--- config.mk ---
export PLATFORM = sky130hd
export DESIGN_NAME = morse_keyer
export DESIGN_NICKNAME = d
export VERILOG_FILES = /design/src/rtl/morse_keyer.sv
export SDC_FILE = /design/constraint.sdc
export NUM_CORES = 1
export LEC_CHECK = 0
export CORE_MARGIN = 2
export CORE_UTILIZATION = 46
export DETAILED_ROUTE_END_ITERATION = 6
export MAX_ROUTING_LAYER = met4
export PLACE_DENSITY = 0.7
export SLEW_MARGIN = 20
export SYNTH_ARGS = -nofsm -noshare
export SYNTH_HDL_FRONTEND = slang
export SYNTH_SLANG_ARGS = --single-unit
--- constraint.sdc ---
create_clock -name clk -period 3.5 [get_ports clk]
set_input_delay 0.525 -clock clk [delete_from_list [all_inputs] [get_ports clk]]
set_output_delay 0.525 -clock clk [all_outputs]
set_load 0.01 [all_outputs]
--- src/rtl/morse_keyer.sv ---
// -----------------------------------------------------------------------------
// morse_keyer
//
// Purpose:
//   Plays one Morse character per handshake on a single on/off key line.
//   Timing uses Morse units: a dot is 1 unit and a dash is 3 units. Elements
//   are separated by 1 unit and characters by 3 units. A length of 0 is a word
//   space. It adds 4 units to the 3-unit letter gap that has already been sent.
//   Elements are played MSB-first from the low morse_l bits of morse_in.
//
// Parameters:
//   CLKS_PER_UNIT    clock cycles per Morse unit (>= 2)
//   CNT_W            width of the unit-timing counter (2**CNT_W > CLKS_PER_UNIT)
//   TONE_HALF_PERIOD sidetone half period in cycles (sidetone build only)
//
// Ports:
//   clk        system clock
//   rst        synchronous reset, active-high
//   morse_in   element pattern, 1 = dash, 0 = dot; bit 7 is ignored
//   morse_l    element count 0..7; 0 = word space
//   in_valid   morse_in/morse_l are valid
//   in_ready   keyer can accept a character (idle and not in reset)
//   key_out    registered key line, 1 = carrier/LED on
//   busy       character in progress
//   tone_out   square-wave sidetone while keyed (sidetone build only)
//   char_done  one-cycle pulse on the last cycle of a character's trailing gap
//
// Build option:
//   MORSE_KEYER_SIDETONE_EN  adds TONE_HALF_PERIOD and the tone_out sidetone.
// -----------------------------------------------------------------------------
module morse_keyer #(
`ifdef MORSE_KEYER_SIDETONE_EN
  parameter int TONE_HALF_PERIOD = 33750,
`endif
  parameter int CLKS_PER_UNIT = 1620000,
  parameter int CNT_W         = 21
) (
  input  logic       clk,
  input  logic       rst,
  input  logic [7:0] morse_in,
  input  logic [2:0] morse_l,
  input  logic       in_valid,
  output logic       in_ready,
  output logic       key_out,
  output logic       busy,
`ifdef MORSE_KEYER_SIDETONE_EN
  output logic       tone_out,
`endif
  output logic       char_done
);

  typedef enum logic [1:0] {IDLE, MARK, SPACE, GAP} state_t;

  localparam logic [CNT_W-1:0] RELOAD = CNT_W'(CLKS_PER_UNIT - 1);

  state_t           state_q, state_d;
  logic [CNT_W-1:0] cnt_q, cnt_d;     // cycles left in the current unit
  logic [2:0]       unit_q, unit_d;   // units left in the current element/gap
  logic [2:0]       idx_q, idx_d;     // index of the element being played
  logic [2:0]       len_q, len_d;
  logic [6:0]       pat_q, pat_d;
  logic             key_q;

  logic       unit_end, elem_end, take;
  logic [2:0] first_sel, next_sel;
  logic       first_dash, next_dash;
  logic       unused_bit7;

  assign unused_bit7 = morse_in[7];

  assign unit_end = (cnt_q == '0);
  assign elem_end = unit_end && (unit_q == 3'd1);
  assign take     = in_valid && in_ready;

  // Element k is bit len-1-k. At capture, element 0 comes straight from the
  // inputs. While in SPACE, idx_q already points at the upcoming element.
  assign first_sel  = morse_l - 3'd1;
  assign first_dash = morse_in[first_sel];
  assign next_sel   = len_q - 3'd1 - idx_q;
  assign next_dash  = pat_q[next_sel];

  // State and datapath register.
  always_ff @(posedge clk) begin
    // NOTE: sequential state uses non-blocking assignments only. This makes
    // every register update from the values that were present before the edge.
    if (rst) begin
      // NOTE: the captured pattern and length are cleared as well. They are
      // only read after a new capture, but clearing them keeps the whole
      // state known after reset.
      state_q <= IDLE;
      cnt_q   <= '0;
      unit_q  <= '0;
      idx_q   <= '0;
      len_q   <= '0;
      pat_q   <= '0;
      key_q   <= 1'b0;
    end else begin
      state_q <= state_d;
      cnt_q   <= cnt_d;
      unit_q  <= unit_d;
      idx_q   <= idx_d;
      len_q   <= len_d;
      pat_q   <= pat_d;
      key_q   <= (state_d == MARK);
    end
  end

  // Next-state logic.
  always_comb begin
    // NOTE: every signal gets a default first, so no path leaves one unassigned
    // and no latch is inferred.
    state_d = state_q;
    cnt_d   = cnt_q;
    unit_d  = unit_q;
    idx_d   = idx_q;
    len_d   = len_q;
    pat_d   = pat_q;

    // All timed states share the unit/cycle countdown.
    if (state_q != IDLE) begin
      cnt_d = unit_end ? RELOAD : cnt_q - CNT_W'(1);
      if (unit_end && (unit_q != 3'd1)) unit_d = unit_q - 3'd1;
    end

    case (state_q)
      IDLE: begin
        if (take) begin
          len_d = morse_l;
          pat_d = morse_in[6:0];
          idx_d = '0;
          cnt_d = RELOAD;
          if (morse_l != 3'd0) begin
            state_d = MARK;
            unit_d  = first_dash ? 3'd3 : 3'd1;
          end else begin
            state_d = GAP;
            unit_d  = 3'd4;
          end
        end
      end
      MARK: begin
        if (elem_end) begin
          if (idx_q != len_q - 3'd1) begin
            state_d = SPACE;
            unit_d  = 3'd1;
            idx_d   = idx_q + 3'd1;
          end else begin
            state_d = GAP;
            unit_d  = 3'd3;
          end
        end
      end
      SPACE: begin
        if (elem_end) begin
          state_d = MARK;
          unit_d  = next_dash ? 3'd3 : 3'd1;
        end
      end
      GAP: begin
        if (elem_end) begin
          state_d = IDLE;
          cnt_d   = '0;
          unit_d  = '0;
          idx_d   = '0;
        end
      end
      default: state_d = IDLE;
    endcase
  end

  // Outputs.
  always_comb begin
    in_ready  = (state_q == IDLE) && !rst;
    busy      = (state_q != IDLE);
    char_done = (state_q == GAP) && elem_end;
    key_out   = key_q;
  end

`ifdef MORSE_KEYER_SIDETONE_EN
  localparam int TONE_W = $clog2(TONE_HALF_PERIOD + 1);

  logic [TONE_W-1:0] tone_cnt_q;
  logic              tone_q;

  // The divider runs only while the key is on. It restarts from zero on each
  // mark, so every mark begins with the same tone phase.
  always_ff @(posedge clk) begin
    if (rst || !key_q) begin
      tone_cnt_q <= '0;
      tone_q     <= 1'b0;
    end else if (tone_cnt_q == TONE_W'(TONE_HALF_PERIOD - 1)) begin
      tone_cnt_q <= '0;
      tone_q     <= ~tone_q;
    end else begin
      tone_cnt_q <= tone_cnt_q + TONE_W'(1);
    end
  end

  // Gated with key_q so the tone is low on the first cycle after a mark ends.
  assign tone_out = tone_q && key_q;
`endif

endmodule

==> results of run 1 <==
[per-stage QoR]
| step | cells | util [%] | area, µm² | hold slack (ps) |
|---|---|---|---|---|
| after floorplan | 285 | - | 2400 | 436 |
| after global placement | 366 | 52.1 | 2640 | 452 |
| final | 374 | 54.3 | 2760 | 466 |
| after detailed placement | 366 | 52.1 | 2640 | 455 |
| after CTS | 374 | 54.3 | 2760 | 468 |
| after global routing | 374 | 54.3 | 2760 | 501 |
[power groups by stage]
stage                     clock [mW]  combinational, mW  sequential, mW
after detailed placement           0              0.799           0.637
after global placement             0              0.788           0.633
final                          0.381              0.802           0.627
after floorplan                    0              0.659           0.621
after CTS                      0.390              0.805           0.627
after global routing           0.410              0.909           0.640
[cell families (layout without fill, tap and decap cells)]
kind of cell,after synthesis,after routing,synth area share [%]
muxes,8,8,5.00
buffers and inverters,28,47,4.85
xor gates and xnor gates,15,15,6.04
and+or+nand+nor,122,122,25.8
AOI/OAI and AO/OA,57,57,16.8
DFF,40,40,33.4
adders and majority gates,15,15,8.13
[final cells by class]
cell class              instances  area share [%]
flip-flops and latches         40            29.1
inverters                      17            2.32
clock inverters                 3            1.54
clock buffers                   5            2.50
well taps                      70            3.18
multi-input cells             217            53.9
repair buffers                 22            7.54
[worst min-delay path, stage by stage (launching register included)]
cell and delay, ps:
dfxtp_1 320, nand2_1 50, a21oi_1 50
[layout by cell type, fill, tap and decap left out, types with 2 or more instances in the layout]
cell type        Yosys  layout
o31ai_1              5       5
xor2_1               3       3
ha_1                14      14
a21o_1               2       2
or2_2                4       4
o22ai_1              2       2
and2_1               4       4
mux2i_1              3       3
nand3_1              4       4
o41ai_1              3       3
nor4_1               5       5
mux2_2               2       2
o21ai_0              7       7
a211oi_1             2       2
nand2b_1             2       2
mux4_2               3       3
a221o_1              3       3
nor2_1              31      31
nor3_1              10      10
a21oi_1             18      18
clkbuf_8             0       5
clkdlybuf4s50_1      0      17
inv_1               16      16
buf_4                1       5
xnor2_1             11      11
nand2_1             36      36
nor2b_1              5       5
nand3b_1             8       8
dfxtp_1             40      40
nand4_1              3       3
[worst paths after layout]
kind,start,endpoint,slack (ps)
min reg2reg,cnt_q[5],cnt_q[5],470
max,cnt_q[2],char_done,390
max reg2reg,cnt_q[2],cnt_q[14],1040
min,cnt_q[5],cnt_q[5],470
[layer usage]
layer | track usage, % | wire, µm
met1 | 24.6 | 2460
met2 | 31.1 | 2400
met5 | - | 0
met3 | 3.55 | 164
met4 | 6.00 | 57
[flip-flops by register name (all words and copies together) (netlist names)]
register  cells
cnt_q        21
pat_q         7
idx_q         3
len_q         3
unit_q        3
state_q       2
key_out       1
[cell usage after synthesis, types with 4 or more instances]
cell type / number
o21ai_0: 7
a21oi_1: 18
nor4_1: 5
nand3_1: 4
or2_2: 4
nor3_1: 10
nand2_1: 36
ha_1: 14
and2_1: 4
nor2b_1: 5
o31ai_1: 5
clkbuf_1: 8
xnor2_1: 11
nand3b_1: 8
dfxtp_1: 40
inv_1: 16
nor2_1: 31
==> reports/metrics.cfg, run 1 <==
[setup_path]
ff2ff_path_depth=7
start_kind=flip-flop
crit_required_ps=2970
criticalPathCategory=reg2out
cp_top_family=simple AND/OR/NAND/NOR gates
cp_slowest_cell=nor4_1
crit_chain=nor4_1 -> nand3_1 -> nor3_4 -> and2_1 -> clkdlybuf4s50_1
path_depth=5
path_max_fanout=6
cpPeakStageDelay_ps=570
cp_num_buf_inv=1
endpoint_kind=output pin
critPathArrivalTime_ps=2580

[sta]
slew_violations=0
worst_slack_ps=394
finalCriticalPeriod_ps=3110
period_share_pct=88.7
setup_viol=0
clock.fmax_ghz=0.322
tns_ps=0
finClkSkew_ps=15.0
slew_headroom_pct=56.5
tightest_slew_ps=647
hold_viol=0
rsz0062_at_grt=false

[clock_network]
cts_max_level=2
cts_tree=done
cts.clk_slew.worst_paths_ps=90
ctsResizeCount=0
hold_buffers=0
cts_root_buf=clkbuf_8
cts_buffer_depth=2
clk_latency_ps=300
cts_buffers=5
post-cts-setup-buffers=0
clock-sinks=40

[drt]
first_pass_iters=4
drt_wl_total_um=5080
drtIter0Drc=95
viasPerCell=5.42
wire_per_inst_um=13.6
drcViolationCount=0
vias=2027
postRouteAntennaNets=0

[die]
core_area_um2=5070
die_w_um=76.2
rows=26
pin_count=18
initial_core_util_pct=47.3
dieArea_um2=5810
dieHeight_um=76.2

[power]
power_leakage_nw=1.08
p_comb_share_pct=44.3
powerDensity_nw_per_um2=657
power.share.clock_pct=21.1
sw_frac_of_total_pct=38.7
irDropWorstVdd_mv=0.272
pwr-share-seq_pct=34.6
internal_power_mw=1.11
total_power_mw=1.81
p_switching_uw=702

[run_status]
outcome=completed

[grt]
grt_pass1_wl_um=9090
grt_start_max_net_pins=21
antenna_found_initial=0
grt_pass1_vias=1967
gr-total-overflow=0
grtUsageTotal_pct=19.3

[synth]
synth_flop_cell=dfxtp_1
async_flop_share_pct=0
synth_top_area_share_pct=33.4
synth_area_um2=2400
syn_inst=285
synth_edf_count=0
yosys.area.top_type=dfxtp_1
syn_area_per_cell_um2=8.42
ys_warn_count=0
syn-num-nets=314
synthTopCellsByArea=dfxtp_1 33%, ha_1 7.3%, nand2_1 5.6%
ys_seq_area_share_pct=33.4
yosys_register_bits=40
ys_types=59

[cells_and_area]
drive_gt1_share_pct=9.54
area_growth_pct=14.7
antenna_cells=0
nFillCells=476
multiInputGateArea_um2=1480
fin_nets=332
seq_area_um2=801

[min_path]
holdPathStages=2
hold_path_class=reg2reg

[place]
hpwl_um=3850
gp_congestion=0.840
numPortBuffers=17
pre_cts_ws_ps=713

[flow_run]
cap_violations=0

(Power assumes the default switching activity.)
==> run 2: changes to the inputs <==
RECOVER_POWER = 25   (was unset)
SETUP_SLACK_MARGIN = 0.5   (was unset)
==> reports/metrics.cfg, run 2 (synthesis gave the netlist of run 1 again) <==
[die]
dieArea_um2=5810
pin_count=18
core_area_um2=5070
rows=26
die_w_um=76.2
initial_core_util_pct=47.3
dieHeight_um=76.2

[power]
powerDensity_nw_per_um2=671
sw_frac_of_total_pct=38.3
irDropWorstVdd_mv=0.288
power_leakage_nw=1.13
internal_power_mw=1.16
power.share.clock_pct=20.2
p_comb_share_pct=46.2
pwr-share-seq_pct=33.6
p_switching_uw=721

[setup_path]
critPathArrivalTime_ps=2160
worstReg2RegEnd=key_out
start_kind=primary input
endpoint_kind=output pin
crit_required_ps=2970
rrSetupSlack_ps=950
criticalPathCategory=in2out
rr_startpoint=state_q[0]
ff2ff_path_depth=9
path_max_fanout=9

[drt]
first_pass_iters=4
viasPerCell=5.38
drt_wl_total_um=5090
drcViolationCount=0
postRouteAntennaNets=0
vias=2040
drtIter0Drc=126
wire_per_inst_um=13.4

[sta]
setup_viol=0
hold_viol=0
clock.fmax_ghz=0.372
slew_violations=0
tightest_slew_ps=650
period_share_pct=76.8
finalCriticalPeriod_ps=2690
slew_headroom_pct=56.7
finClkSkew_ps=15.2
worst_slack_ps=811
tns_ps=0
rsz0062_at_grt=false

[cells_and_area]
fin_nets=337
reg_top3=cnt_q x21, pat_q x7
antenna_cells=0
largest_register=cnt_q
area_growth_pct=16.9
drive_gt1_share_pct=11.3
final_common_cell=dfxtp_1
final_cell_mix=40 x dfxtp_1, 36 x nand2_1, 31 x nor2_1
largest_reg_flops=21

[place]
gp_congestion=0.840
pre_cts_ws_ps=713
numPortBuffers=17
hpwl_um=3850

[clock_network]
clock-sinks=40
clk_latency_ps=300
cts.clk_slew.worst_paths_ps=70
cts_tree=done
cts_root_buf=clkbuf_8
cts_buffer_depth=2
hold_buffers=0
cts_buffers=5
cts_max_level=2

[run_status]
outcome=completed

[grt]
grtUsageTotal_pct=19.4
antenna_found_initial=0
gr-total-overflow=0
grt_pass1_vias=1980
grt_start_max_net_pins=21
grt_pass1_wl_um=9140

[min_path]
hold_path_class=reg2reg
min_to=pat_q[4]
hp-start=pat_q[4]
holdPathStages=2

[flow_run]
cap_violations=0

==> run 2: cell types whose count changed in the layout (fill, tap and decap cells not counted), sizes merged <==
cell | before | now
buf | 5 | 8
dlygate4sd3 | 0 | 1
clkbuf | 5 | 7
dlymetal6s2s | 0 | 1
clkdlybuf4s50 | 17 | 15
==> run 2: how the worst max path moves through the flow <==
stage	slack, ps	startpoint	cells past startpoint	end
6_report	810	rst	4	in_ready
3_5_place_dp	710	cnt_q[10]	5	char_done
3_3_place_gp	730	cnt_q[12]	5	char_done
4_1_cts	540	cnt_q[10]	5	char_done
2_1_floorplan	1120	state_q[0]	10	idx_q[0]
5_1_grt	670	state_q[1]	9	key_out
==> run 2: metrics by stage <==
stage	std cells	hold WS (ps)	area (µm²)	total power [mW]	util, %
2_1_floorplan	285	436	2400	1.28	-
3_3_place_gp	366	452	2640	1.42	52.1
3_5_place_dp	366	455	2640	1.44	52.1
4_1_cts	375	478	2780	1.83	54.7
5_1_grt	379	502	2810	2.03	55.3
6_report	379	474	2810	1.88	55.3
==> run 2: metal layers <==
metal | track usage [%] | vias to the layer above | part of all wire, %
met4 | 6.36 | 0 | 1.1
met2 | 31.2 | 26 | 48
met3 | 3.55 | 6 | 3.1
met1 | 24.7 | 953 | 48
li1 | - | 1055 | -
met5 | - | - | 0
==> run 2: worst max-delay path, cell delays in order <==
cell and delay [ps]:
clkdlybuf4s50_1 420, nor2b_1 150, clkbuf_1 430, clkdlybuf4s50_1 640
==> run 2: what timing repair did <==
item | in CTS | in global routing
pin swaps | 1 | 1
setup endpoints to repair | 1 | 1
resized for setup | 2 | 2
setup buffers | 1 | 4
cloned | 0 | 0
==> run 2: power by group through the flow <==
stage | Combinational [mW] | Clock (mW) | Sequential [mW]
after floorplan | 0.659 | 0 | 0.621
after global placement | 0.788 | 0 | 0.633
after detailed placement | 0.799 | 0 | 0.637
after CTS | 0.812 | 0.390 | 0.631
after global routing | 0.979 | 0.410 | 0.645
final | 0.870 | 0.380 | 0.632
==> run 2: final cells by class <==
type,count,area (µm²)
repair buffers,27,240
fillers,471,2270
well taps,70,87.6
flip-flops and latches,40,801
multi-input cells,217,1500
clock buffers,5,68.8
inverters,17,63.8
clock inverters,3,42.5
==> run 3: changes to the inputs <==
PLACE_DENSITY = 0.73   (was 0.7)
clock period = 2.3 ns   (was 3.5 ns; I/O delays follow)
==> reports/metrics.cfg, run 3 (synthesis gave the netlist of run 1 again) <==
[cells_and_area]
largest_reg_flops=21
final_cell_mix=42 x buf_4, 36 x dfxtp_1, 34 x nand2_1
utilization_pct=69.2
reg_top3=cnt_q x21, pat_q x7
area_growth_pct=46.2
antenna_cells=0
fin_area_um2=3510
nFillCells=398
largest_register=cnt_q
final_common_cell=buf_4
drive_gt1_share_pct=38.7
fin_nets=387

[die]
rows=26
dieHeight_um=76.2
initial_core_util_pct=47.3
pin_count=18
die_w_um=76.2
core_area_um2=5070
dieArea_um2=5810

[drt]
drcViolationCount=0
postRouteAntennaNets=0
drtIter0Drc=179
drt_wl_total_um=6740
viasPerCell=5.59
first_pass_iters=5
vias=2397
wire_per_inst_um=15.7

[sta]
clock.fmax_ghz=0.423
setup_viol=4
finalCriticalPeriod_ps=2360
finClkSkew_ps=13.6
hold_viol=0
slew_violations=0
tightest_slew_ps=630
rsz0062_at_grt=true
period_share_pct=103
worst_slack_ps=-64.6
slew_headroom_pct=57.8

[grt]
gr-total-overflow=0
grt_pass1_wl_um=10400
grtUsageTotal_pct=22.3
grt_pass1_vias=2280
antenna_found_initial=0
grt_start_max_net_pins=21

[clock_network]
cts_buffer_depth=2
cts.clk_slew.worst_paths_ps=90
cts_tree=done
hold_buffers=0
clock-sinks=40
clk_latency_ps=300
cts_buffers=5
cts_root_buf=clkbuf_8
cts_max_level=2

[run_status]
outcome=finished, violations left
violations=setup timing

[place]
gp_congestion=0.793
postPlaceCellArea_um2=2960
hpwl_um=4320
numPortBuffers=17

[setup_path]
crit_required_ps=2490
path_max_fanout=3
critPathArrivalTime_ps=2560
start_kind=flip-flop
criticalPathCategory=reg2reg
crit_chain=inv_2 -> ha_4 -> inv_4 -> fa_2 -> mux4_2 -> nor2_2 -> a21oi_2 -> a211oi_2 -> o41ai_1
endpoint_kind=flip-flop
cp_num_buf_inv=2
cp_slowest_cell=fa_2
cpPeakStageDelay_ps=570
cp_top_family=adder cells

[power]
power_leakage_nw=1.46
irDropWorstVdd_mv=0.580
total_power_mw=3.64
powerDensity_nw_per_um2=1040

[min_path]
hold_path_class=reg2reg

[flow_run]
cap_violations=0

-- run 3: changes by cell type in the layout (fill, tap and decap cells not counted), sizes merged --
cell | before | now
clkdlybuf4s50 | 15 | 13
clkinv | 2 | 3
clkinvlp | 1 | 0
dlygate4sd2 | 0 | 1
bufinv | 1 | 0
buf | 8 | 61
clkbuf | 7 | 6
-- run 3: where the power goes --
part	leakage, nW	total (mW)	switching, mW	internal, mW
sequential	0.329	0.934	0.100	0.833
clock	0.0510	0.500	0.260	0.240
combinational	1.08	2.20	1.07	1.13
-- run 3: layout make-up --
class                   count  area [µm²]  share of cell area (%)
clock buffers               6        82.6                    2.35
clock inverters             2        10.0                   0.285
inverters                  17        66.3                    1.89
multi-input cells         217        1730                    49.3
flip-flops and latches     40         806                    23.0
well taps                  70        87.6                    2.50
repair buffers             77         728                    20.7
-- run 3: final timing paths --
kind              startpoint         to  slack [ps]  cells after the start
setup / recovery    len_q[0]  unit_q[1]         -60                      9
hold / removal      cnt_q[5]   cnt_q[5]         480                      2
setup reg to reg    len_q[0]  unit_q[1]         -60                      9
hold reg to reg     cnt_q[5]   cnt_q[5]         480                      2
-- run 3: metal layers --
| layer | GRT usage, % | part of all wire (%) | vias to the layer above |
|---|---|---|---|
| met5 | - | 0 | - |
| met4 | 6.73 | 1.2 | 0 |
| met3 | 3.79 | 4.6 | 16 |
| met2 | 38.1 | 52 | 74 |
| met1 | 27.1 | 42 | 1152 |
| li1 | - | - | 1155 |
-- run 3: what timing repair did --
action,4_1_cts,5_1_grt
cloned,1,0
buffers inserted,9,10
gates resized for setup,40,38
pin swaps,11,19
setup endpoints to repair,35,43
-- run 3: stage by stage --
step | cells | setup WS (ps) | TNS (ps) | hold slack, ps
after detailed placement | 401 | -116 | -169 | 461
final | 429 | -64.6 | -111 | 476
after CTS | 419 | -38.8 | -70.2 | 479
after floorplan | 285 | 93.7 | 0 | 436
after global placement | 401 | -54.1 | -84.4 | 454
after global routing | 429 | -172 | -389 | 495
-- run 3: worst reg2reg max path, cell delays in order (launching register included) --
cell and delay, ps:
dfxtp_2 340, inv_2 50, ha_4 270, inv_4 30, fa_2 570, mux4_2 520
nor2_2 110, a21oi_2 50, a211oi_2 240, o41ai_1 80
